**config.mk**
```make
export PLATFORM = sky130hd
export DESIGN_NAME = pio_fifo_bank
export DESIGN_NICKNAME = d
export VERILOG_FILES = /design/src/rtl/pio_fifo_bank.sv
export SDC_FILE = /design/constraint.sdc
export NUM_CORES = 2
export LEC_CHECK = 0
export BUFFER_PORTS_ARGS = -buffer_cell sky130_fd_sc_hd__buf_4
export CAP_MARGIN = 10
export CORE_MARGIN = 2
export CORE_UTILIZATION = 63
export CTS_BUF_LIST = sky130_fd_sc_hd__clkbuf_4 sky130_fd_sc_hd__clkbuf_8
export DETAILED_ROUTE_END_ITERATION = 10
export GPL_ROUTABILITY_DRIVEN = 0
export HOLD_SLACK_MARGIN = 0.06
export PLACE_DENSITY = 0.82
export SYNTH_ARGS = -nofsm -noshare
export SYNTH_HDL_FRONTEND = slang
export SYNTH_HIERARCHICAL = 1
export SYNTH_SLANG_ARGS = --single-unit
export TNS_END_PERCENT = 1
```
**constraint.sdc**
```tcl
create_clock -name clk -period 10 [get_ports clk]
set_input_delay 0.5 -clock clk [delete_from_list [all_inputs] [get_ports clk]]
set_output_delay 0.5 -clock clk [all_outputs]
set_load 0.01 [all_outputs]
```
**src/rtl/pio_fifo_bank.sv**
```systemverilog
// PIO TX/RX FIFO bank: one TX and one RX fall-through FIFO per state machine,
// with per-SM join (double depth, one direction) and FSTAT/FDEBUG status words.

module pio_fifo_lane #(
    parameter int DEPTH  = 4,
    parameter int DATA_W = 32,
    parameter int CNT_W  = $clog2(2*DEPTH)+1
) (
    input  logic              clk,
    input  logic              reset,
    input  logic              i_joinTx,
    input  logic              i_joinRx,
    input  logic              i_txPush,
    input  logic [DATA_W-1:0] i_txData,
    input  logic              i_txPop,
    input  logic              i_rxPush,
    input  logic [DATA_W-1:0] i_rxData,
    input  logic              i_rxPop,
    output logic [DATA_W-1:0] o_txHead,
    output logic              o_txEmpty,
    output logic              o_txFull,
    output logic [CNT_W-1:0]  o_txLevel,
    output logic [DATA_W-1:0] o_rxHead,
    output logic              o_rxEmpty,
    output logic              o_rxFull,
    output logic [CNT_W-1:0]  o_rxLevel,
    output logic              o_txOver,
    output logic              o_txStall,
    output logic              o_rxStall,
    output logic              o_rxUnder
);
    localparam int PW = $clog2(2*DEPTH);
    localparam logic [CNT_W-1:0] CAP1  = CNT_W'(DEPTH);
    localparam logic [CNT_W-1:0] CAP2  = CNT_W'(2*DEPTH);
    localparam logic [PW-1:0]    RBASE = PW'(DEPTH);

    logic [DATA_W-1:0] r_mem [2*DEPTH];
    logic [1:0]        r_j;
    logic [1:0]        w_jIn;
    logic              w_jChg;
    logic [PW-1:0]     r_txWr, r_txRd, r_rxWr, r_rxRd;
    logic [CNT_W-1:0]  r_txLvl, r_rxLvl;
    logic [CNT_W-1:0]  w_txCap, w_rxCap;
    logic [PW-1:0]     w_rxBase;
    logic              w_txPushOk, w_txPopOk, w_rxPushOk, w_rxPopOk;

    function automatic logic [PW-1:0] f_inc(input logic [PW-1:0] p, input logic [CNT_W-1:0] cap);
        return ({1'b0, p} == cap - 1'b1) ? '0 : p + 1'b1;
    endfunction

    // Both joins set behaves exactly like no join.
    assign w_jIn  = (i_joinTx ^ i_joinRx) ? {i_joinRx, i_joinTx} : 2'b00;
    assign w_jChg = (w_jIn != r_j);

    always_comb begin
        w_txCap  = CAP1;
        w_rxCap  = CAP1;
        w_rxBase = RBASE;
        case (r_j)
            2'b01: begin w_txCap = CAP2; w_rxCap = '0; end
            2'b10: begin w_txCap = '0; w_rxCap = CAP2; w_rxBase = '0; end
            default: ;
        endcase
    end

    assign o_txLevel = r_txLvl;
    assign o_rxLevel = r_rxLvl;
    assign o_txEmpty = (r_txLvl == '0);
    assign o_rxEmpty = (r_rxLvl == '0);
    assign o_txFull  = (r_txLvl == w_txCap);
    assign o_rxFull  = (r_rxLvl == w_rxCap);

    assign w_txPushOk = i_txPush & ~o_txFull  & ~w_jChg;
    assign w_txPopOk  = i_txPop  & ~o_txEmpty & ~w_jChg;
    assign w_rxPushOk = i_rxPush & ~o_rxFull  & ~w_jChg;
    assign w_rxPopOk  = i_rxPop  & ~o_rxEmpty & ~w_jChg;

    assign o_txOver  = i_txPush & o_txFull  & ~w_jChg;
    assign o_txStall = i_txPop  & o_txEmpty & ~w_jChg;
    assign o_rxStall = i_rxPush & o_rxFull  & ~w_jChg;
    assign o_rxUnder = i_rxPop  & o_rxEmpty & ~w_jChg;

    assign o_txHead = o_txEmpty ? '0 : r_mem[r_txRd];
    assign o_rxHead = o_rxEmpty ? '0 : r_mem[w_rxBase + r_rxRd];

    // TX and RX never write the same entry: joined modes give the other side zero capacity.
    always_ff @(posedge clk) begin
        if (w_txPushOk) r_mem[r_txWr] <= i_txData;
        if (w_rxPushOk) r_mem[w_rxBase + r_rxWr] <= i_rxData;
    end

    always_ff @(posedge clk or negedge reset) begin
        if (!reset) begin
            r_j     <= 2'b00;
            r_txWr  <= '0;
            r_txRd  <= '0;
            r_txLvl <= '0;
            r_rxWr  <= '0;
            r_rxRd  <= '0;
            r_rxLvl <= '0;
        end else if (w_jChg) begin
            r_j     <= w_jIn;
            r_txWr  <= '0;
            r_txRd  <= '0;
            r_txLvl <= '0;
            r_rxWr  <= '0;
            r_rxRd  <= '0;
            r_rxLvl <= '0;
        end else begin
            if (w_txPushOk) r_txWr <= f_inc(r_txWr, w_txCap);
            if (w_txPopOk)  r_txRd <= f_inc(r_txRd, w_txCap);
            if (w_rxPushOk) r_rxWr <= f_inc(r_rxWr, w_rxCap);
            if (w_rxPopOk)  r_rxRd <= f_inc(r_rxRd, w_rxCap);
            case ({w_txPushOk, w_txPopOk})
                2'b10:   r_txLvl <= r_txLvl + 1'b1;
                2'b01:   r_txLvl <= r_txLvl - 1'b1;
                default: ;
            endcase
            case ({w_rxPushOk, w_rxPopOk})
                2'b10:   r_rxLvl <= r_rxLvl + 1'b1;
                2'b01:   r_rxLvl <= r_rxLvl - 1'b1;
                default: ;
            endcase
        end
    end
endmodule

module pio_fifo_bank #(
    parameter int NUM_SM = 4,
    parameter int DEPTH  = 4,
    parameter int DATA_W = 32,
    localparam int CNT_W = $clog2(2*DEPTH)+1
) (
    input  logic                     clk,
    input  logic                     reset,
    input  logic                     in_busTxWrite,
    input  logic                     in_busRxRead,
    input  logic [1:0]               in_busSel,
    input  logic [DATA_W-1:0]        in_busData,
    output logic [DATA_W-1:0]        out_busRxData,
    input  logic [31:0]              in_fdebugClear,
    input  logic                     in_fdebugClearEn,
    input  logic [NUM_SM-1:0]        in_joinTx,
    input  logic [NUM_SM-1:0]        in_joinRx,
    input  logic [NUM_SM-1:0]        in_smTxAck,
    output logic [NUM_SM*DATA_W-1:0] out_smTxData,
    output logic [NUM_SM-1:0]        out_smTxEmpty,
    input  logic [NUM_SM-1:0]        in_smRxValid,
    input  logic [NUM_SM*DATA_W-1:0] in_smRxData,
    output logic [NUM_SM-1:0]        out_smRxFull,
    output logic [31:0]              out_FSTAT,
    output logic [31:0]              out_FDEBUG,
    output logic [NUM_SM*CNT_W-1:0]  out_txLevel,
    output logic [NUM_SM*CNT_W-1:0]  out_rxLevel
);
    logic [NUM_SM-1:0][DATA_W-1:0] w_txHead, w_rxHead;
    logic [NUM_SM-1:0][CNT_W-1:0]  w_txLvl, w_rxLvl;
    logic [NUM_SM-1:0] w_hit, w_txEmpty, w_txFull, w_rxEmpty, w_rxFull;
    logic [NUM_SM-1:0] w_txOver, w_txStall, w_rxStall, w_rxUnder;
    logic [DATA_W-1:0] w_busRx;
    logic [31:0]       w_fstat, w_dbgSet, r_fdebug;

    for (genvar i = 0; i < NUM_SM; i++) begin : g_lane
        // Select values with no lane behind them match nothing and are ignored.
        assign w_hit[i] = (in_busSel == 2'(i));
        pio_fifo_lane #(.DEPTH(DEPTH), .DATA_W(DATA_W), .CNT_W(CNT_W)) u_lane (
            .clk       (clk),
            .reset     (reset),
            .i_joinTx  (in_joinTx[i]),
            .i_joinRx  (in_joinRx[i]),
            .i_txPush  (in_busTxWrite & w_hit[i]),
            .i_txData  (in_busData),
            .i_txPop   (in_smTxAck[i]),
            .i_rxPush  (in_smRxValid[i]),
            .i_rxData  (in_smRxData[i*DATA_W +: DATA_W]),
            .i_rxPop   (in_busRxRead & w_hit[i]),
            .o_txHead  (w_txHead[i]),
            .o_txEmpty (w_txEmpty[i]),
            .o_txFull  (w_txFull[i]),
            .o_txLevel (w_txLvl[i]),
            .o_rxHead  (w_rxHead[i]),
            .o_rxEmpty (w_rxEmpty[i]),
            .o_rxFull  (w_rxFull[i]),
            .o_rxLevel (w_rxLvl[i]),
            .o_txOver  (w_txOver[i]),
            .o_txStall (w_txStall[i]),
            .o_rxStall (w_rxStall[i]),
            .o_rxUnder (w_rxUnder[i])
        );
    end

    assign out_smTxData  = w_txHead;
    assign out_smTxEmpty = w_txEmpty;
    assign out_smRxFull  = w_rxFull;
    assign out_txLevel   = w_txLvl;
    assign out_rxLevel   = w_rxLvl;
    assign out_busRxData = w_busRx;
    assign out_FSTAT     = w_fstat;
    assign out_FDEBUG    = r_fdebug;

    always_comb begin
        w_busRx  = '0;
        w_fstat  = '0;
        w_dbgSet = '0;
        for (int i = 0; i < NUM_SM; i++) begin
            if (w_hit[i]) w_busRx = w_rxHead[i];
            w_fstat[i]     = w_rxFull[i];
            w_fstat[8+i]   = w_rxEmpty[i];
            w_fstat[16+i]  = w_txFull[i];
            w_fstat[24+i]  = w_txEmpty[i];
            w_dbgSet[i]    = w_rxStall[i];
            w_dbgSet[8+i]  = w_rxUnder[i];
            w_dbgSet[16+i] = w_txOver[i];
            w_dbgSet[24+i] = w_txStall[i];
        end
    end

    // New events win over a coincident clear of the same bit.
    always_ff @(posedge clk or negedge reset) begin
        if (!reset) r_fdebug <= '0;
        else        r_fdebug <= (r_fdebug & ~(in_fdebugClearEn ? in_fdebugClear : 32'h0)) | w_dbgSet;
    end
endmodule

```
==> impl_table.tex <==
\begin{tabular}{lr}
\hline
Metric & Value \\
\hline
\multicolumn{2}{l}{\textbf{Outcome}} \\
\quad Run status & completed \\
\multicolumn{2}{l}{\textbf{Detailed routing}} \\
\quad Wire length reported by the detailed router & 215.4 mm \\
\quad Detail Route met2 WL & about 100 mm \\
\quad Met3 routed wirelength & $\sim$28 mm \\
\quad Remaining number of nets flagged by the antenna check after routing & 0 \\
\quad Starting DRC count in detailed routing & between 5000 and 6000 \\
\quad Highest routing layer actually used & met5 \\
\quad Routed wirelength normalized by instance count & $\sim$32 um \\
\quad Via count normalized by instance count & between 6 and 7 \\
\quad Number of search-and-repair iterations in the first detailed-routing pass & 6 \\
\quad DRC errors left & 0 \\
\quad Met1 WL & approximately 74 mm \\
\quad Vias after detailed routing & approximately 46000 \\
\multicolumn{2}{l}{\textbf{Yosys}} \\
\quad EDFF count, synth & $\sim$1000 \\
\quad Commonest cells in the synthesized netlist & 1024 x sky130\_fd\_sc\_hd\_\_edfxtp\_1, 784 x sky130\_fd\_sc\_hd\_\_mux2\_2, 544 x sky130\_fd\_sc\_hd\_\_mux4\_2, 360 x sky130\_fd\_sc\_hd\_\_nand2\_1, 201 x sky130\_fd\_sc\_hd\_\_mux2\_4 \\
\quad Mapped Cells & between 4000 and 5000 \\
\quad Multiplexer share of the synthesized area & 38.10\% \\
\quad Number of distinct standard cells referenced by the synthesized netlist & between 50 and 60 \\
\quad Post-Syn Area & $\sim$0.069 mm2 \\
\quad Seq/Total Area, Yosys & 48.97\% \\
\quad Complex-gate fraction of the synthesized area & just under 3\% \\
\quad Synth top area cells & sky130\_fd\_sc\_hd\_\_edfxtp\_1 45\%, sky130\_fd\_sc\_hd\_\_mux4\_2 18\%, sky130\_fd\_sc\_hd\_\_mux2\_2 13\%, sky130\_fd\_sc\_hd\_\_mux2\_4 4.4\%, sky130\_fd\_sc\_hd\_\_dfrtp\_1 4.4\% \\
\quad Share of the synthesized area in the top cell type & between 40 and 50\% \\
\quad FF+latch count, synth & 1144 \\
\quad Share of synthesized registers carrying an async set or reset & a little over a tenth \\
\quad Synthesized-area fraction occupied by and/or/nand/nor cells & between 5 and 6\% \\
\quad Largest area contributor in the netlist & sky130\_fd\_sc\_hd\_\_edfxtp\_1 \\
\quad Syn\_area\_per\_cell & roughly 16 um2 \\
\quad Dominant combinational cell family by area after synthesis & multiplexers \\
\quad Dominant cell by count in the synthesized netlist & sky130\_fd\_sc\_hd\_\_edfxtp\_1 \\
\quad Post-synthesis xor/xnor area fraction & less than 1\% \\
\quad Flip-flop cell with the highest count after synthesis & sky130\_fd\_sc\_hd\_\_edfxtp\_1 \\
\quad Synth Warn \# & 6 \\
\quad Area share of fa/ha/maj cells after synthesis & less than 1\% \\
\multicolumn{2}{l}{\textbf{Pwr}} \\
\quad Worst IR drop on VDD & around 0.15 mV \\
\quad Pwr dens & roughly 150 mW/mm2 \\
\quad Standby leakage power & between 20 and 30 nW \\
\multicolumn{2}{l}{\textbf{Finish}} \\
\quad Layout Nets & 5298 \\
\quad Seq. cell area & 0.03380 mm2 \\
\quad Fill cell count & between 6000 and 7000 \\
\quad Fraction of final layout cells with drive strength greater than 1 & between 40\% and 50\% \\
\quad Layout overhead on the synthesized area & 14.97\% \\
\quad Area of the multi-input gates & between 0.03 and 0.04 mm2 \\
\quad Final standard cell count with taps included and fillers excluded & roughly 6600 \\
\multicolumn{2}{l}{\textbf{CTS}} \\
\quad Count of H-tree levels built during CTS & 4 \\
\quad CTS root buf & sky130\_fd\_sc\_hd\_\_clkbuf\_8 \\
\quad CTS tree & yes \\
\quad CTS clock-pin slew for the worst setup and hold paths & 0.06 ns \\
\quad Deepest clock path buffer count & 3 \\
\quad Total number of clock tree sinks & approximately 1100 \\
\quad TritonCTS Buffers & 191 \\
\quad Post-cts repair resize count & 0 \\
\quad Clock insertion delay at the later pin of the skew report & 0.89 ns \\
\multicolumn{2}{l}{\textbf{Setup path}} \\
\quad Critical Path Source Type & register \\
\quad Type of destination of the critical path & output port \\
\quad Category of the most critical setup path & reg2out \\
\quad Required time of the worst setup path & $\sim$9.5 ns \\
\quad Critical path arrival & approximately 4.5 ns \\
\quad Critical-path maximum fanout & 41 \\
\quad Critical path startpoint & g\_lane[2].u\_lane/r\_rxRd[0]\$\_DFFE\_PN0P\_ \\
\quad Crit Reg-Reg Startpoint & g\_lane[1].u\_lane/r\_j[0]\$\_DFFE\_PN0N\_ \\
\multicolumn{2}{l}{\textbf{STA}} \\
\quad Max Clock Freq & around 200 MHz \\
\quad Pin slew with the least headroom to its limit & 1.249 ns \\
\quad Part of the cycle the worst path needs & between 50\% and 60\% \\
\quad Worst max-slew margin expressed relative to the limit & 16.25\% \\
\quad Count of final max-slew check failures & 0 \\
\quad Smallest hold slack & about 0.14 ns \\
\quad Period minus WS final & roughly 5.0 ns \\
\quad Hold Fails Final Rpt & 0 \\
\quad Final setup margin & 4.986 ns \\
\quad Unrepaired setup endpoints after global routing & no \\
\quad Setup-violating endpoint count in the final report & 0 \\
\quad Layout Skew & roughly 0.042 ns \\
\quad Sum Neg Setup Slack & 0 ns \\
\multicolumn{2}{l}{\textbf{Global route}} \\
\quad Via count of the first global-routing pass & about 47000 \\
\quad Initial antenna violation count & 35 \\
\quad Wire length of the first global-routing pass & around 310 mm \\
\quad Gr usage total & between 30\% and 40\% \\
\quad Total congestion overflow & 0 \\
\quad Pin count of the biggest net entering global routing & 70 \\
\multicolumn{2}{l}{\textbf{Placement}} \\
\quad Total of buffers placed on input and output ports & about 460 \\
\quad Setup WS pre-CTS & 5.759 ns \\
\quad HPWL after detailed placement & $\sim$130 mm \\
\quad Placed cell count & about 6100 \\
\multicolumn{2}{l}{\textbf{Floorplan}} \\
\quad Chip Height & between 300 and 400 um \\
\quad Starting density of the core & a little under two thirds \\
\quad Total die area & 0.1121 mm2 \\
\quad Horiz. Die Dim & between 300 and 400 um \\
\quad Number of top-level design ports & approximately 480 \\
\quad Core footprint & 0.1087 mm2 \\
\quad Count of standard-cell rows & 121 \\
\multicolumn{2}{l}{\textbf{Run}} \\
\quad Number of max-cap violations & 0 \\
\multicolumn{2}{l}{\textbf{Worst hold path}} \\
\quad Class of the most critical hold timing path & in2reg \\
\quad Worst min-delay path startpoint & in\_fdebugClear[27] \\
\hline
\end{tabular}
-- registers in the layout, indices dropped and copies added (netlist names), 12 cells and up --
signal                   flops
g_lane.u_lane/r_rxRd        12
g_lane.u_lane/o_txLevel     16
g_lane.u_lane/r_mem       1024
g_lane.u_lane/r_rxWr        12
out_FDEBUG                  32
g_lane.u_lane/o_rxLevel     16
g_lane.u_lane/r_txWr        12
g_lane.u_lane/r_txRd        12
-- cells in the final DEF, fill, tap and decap left out, drive strengths merged, types with 6 or more instances in the layout --
| master | count |
|---|---|
| edfxtp | 1024 |
| mux2 | 1024 |
| buf | 568 |
| mux4 | 544 |
| nand2 | 360 |
| clkbuf | 283 |
| dlygate4sd3 | 185 |
| mux2i | 172 |
| a21oi | 168 |
| nor2 | 140 |
| dfrtp | 120 |
| inv | 51 |
| clkinv | 51 |
| xor2 | 48 |
| ha | 40 |
| nor3 | 40 |
| o21ai | 36 |
| xnor2 | 28 |
| diode | 26 |
| and3 | 26 |
| nand2b | 24 |
| nor2b | 20 |
| nor4 | 20 |
| nand3 | 20 |
| a21boi | 16 |
| a21o | 16 |
| conb | 16 |
| o21bai | 16 |
| or4 | 16 |
| o31ai | 16 |
| a211o | 12 |
| and3b | 8 |
| or3 | 8 |
| o31a | 8 |
| o311ai | 8 |
| or2 | 8 |
| o41ai | 8 |
| nor3b | 6 |
-- cell families after synthesis --
family / after synthesis
AO/OA/AOI/OAI: 320
flip-flops: 1144
buffers and inverters: 391
XOR/XNOR: 76
multiplexers: 1740
other: 1
AND/OR/NAND/NOR: 712
adder cells (fa/ha/maj): 40
-- per-stage QoR --
step                      util (%)  total power [W]  area, um2
final                        72.90          0.01170      79240
after global routing         72.87          0.01204      79210
after CTS                    72.82          0.01168      79150
after detailed placement     67.74         0.007597      73640
after global placement       67.73         0.007549      73630
after floorplan                  -         0.006682      68980
-- area by class of cell --
type | instances | area share [%]
diodes | 26 | 0.08210
clock buffers | 282 | 4.266
clock inverters | 58 | 0.3600
inverters | 48 | 0.2526
multi-input cells | 2904 | 42.41
flip-flops and latches | 1144 | 42.65
well taps | 1414 | 2.233
repair buffers | 754 | 7.745
-- metal layers --
metal  up-vias  GRT usage (%)
met5         -              0
met4        24          21.37
met3       588          12.43
met2      2942          59.31
met1     23654          48.13
li1      18955              -
-- worst paths after layout --
check | endpoint | slack (ns) | cells after the start
worst max-delay path | out_busRxData[31] | 4.99 | 6
worst min-delay path | out_FDEBUG[27]$_DFF_PN0_ | 0.14 | 3
worst max register to register | g_lane[1].u_lane/r_mem[4][26]$_DFFE_PP_ | 5.96 | 5
worst min register to register | out_FDEBUG[17]$_DFF_PN0_ | 0.48 | 1
max in group asynchronous | g_lane[3].u_lane/r_rxRd[0]$_DFFE_PN0P_ | 8.37 | 3
min in group asynchronous | g_lane[1].u_lane/r_rxWr[0]$_DFFE_PN0P_ | 0.25 | 2
-- power by group --
| group | switching (W) | total, W | internal, W |
|---|---|---|---|
| Combinational | 0.00122 | 0.00220 | 0.000981 |
| Clock | 0.00191 | 0.00408 | 0.00217 |
| Sequential | 0.000100 | 0.00542 | 0.00532 |
-- timing repair --
action,in CTS,in global routing
endpoints found under the setup margin,0,0
hold buffers,185,0
endpoints found under the hold margin,1141,0
buffers inserted,0,0
-- worst max-delay path, stage by stage (launching register included) --
cell and delay, ns:
sky130_fd_sc_hd__dfrtp_4 0.79, sky130_fd_sc_hd__buf_4 0.82, sky130_fd_sc_hd__mux4_2 0.37, sky130_fd_sc_hd__nand2_1 0.06
sky130_fd_sc_hd__a21oi_1 0.92, sky130_fd_sc_hd__mux4_2 0.50, sky130_fd_sc_hd__buf_4 0.14
Note: power is estimated with default switching activity, not from simulation.
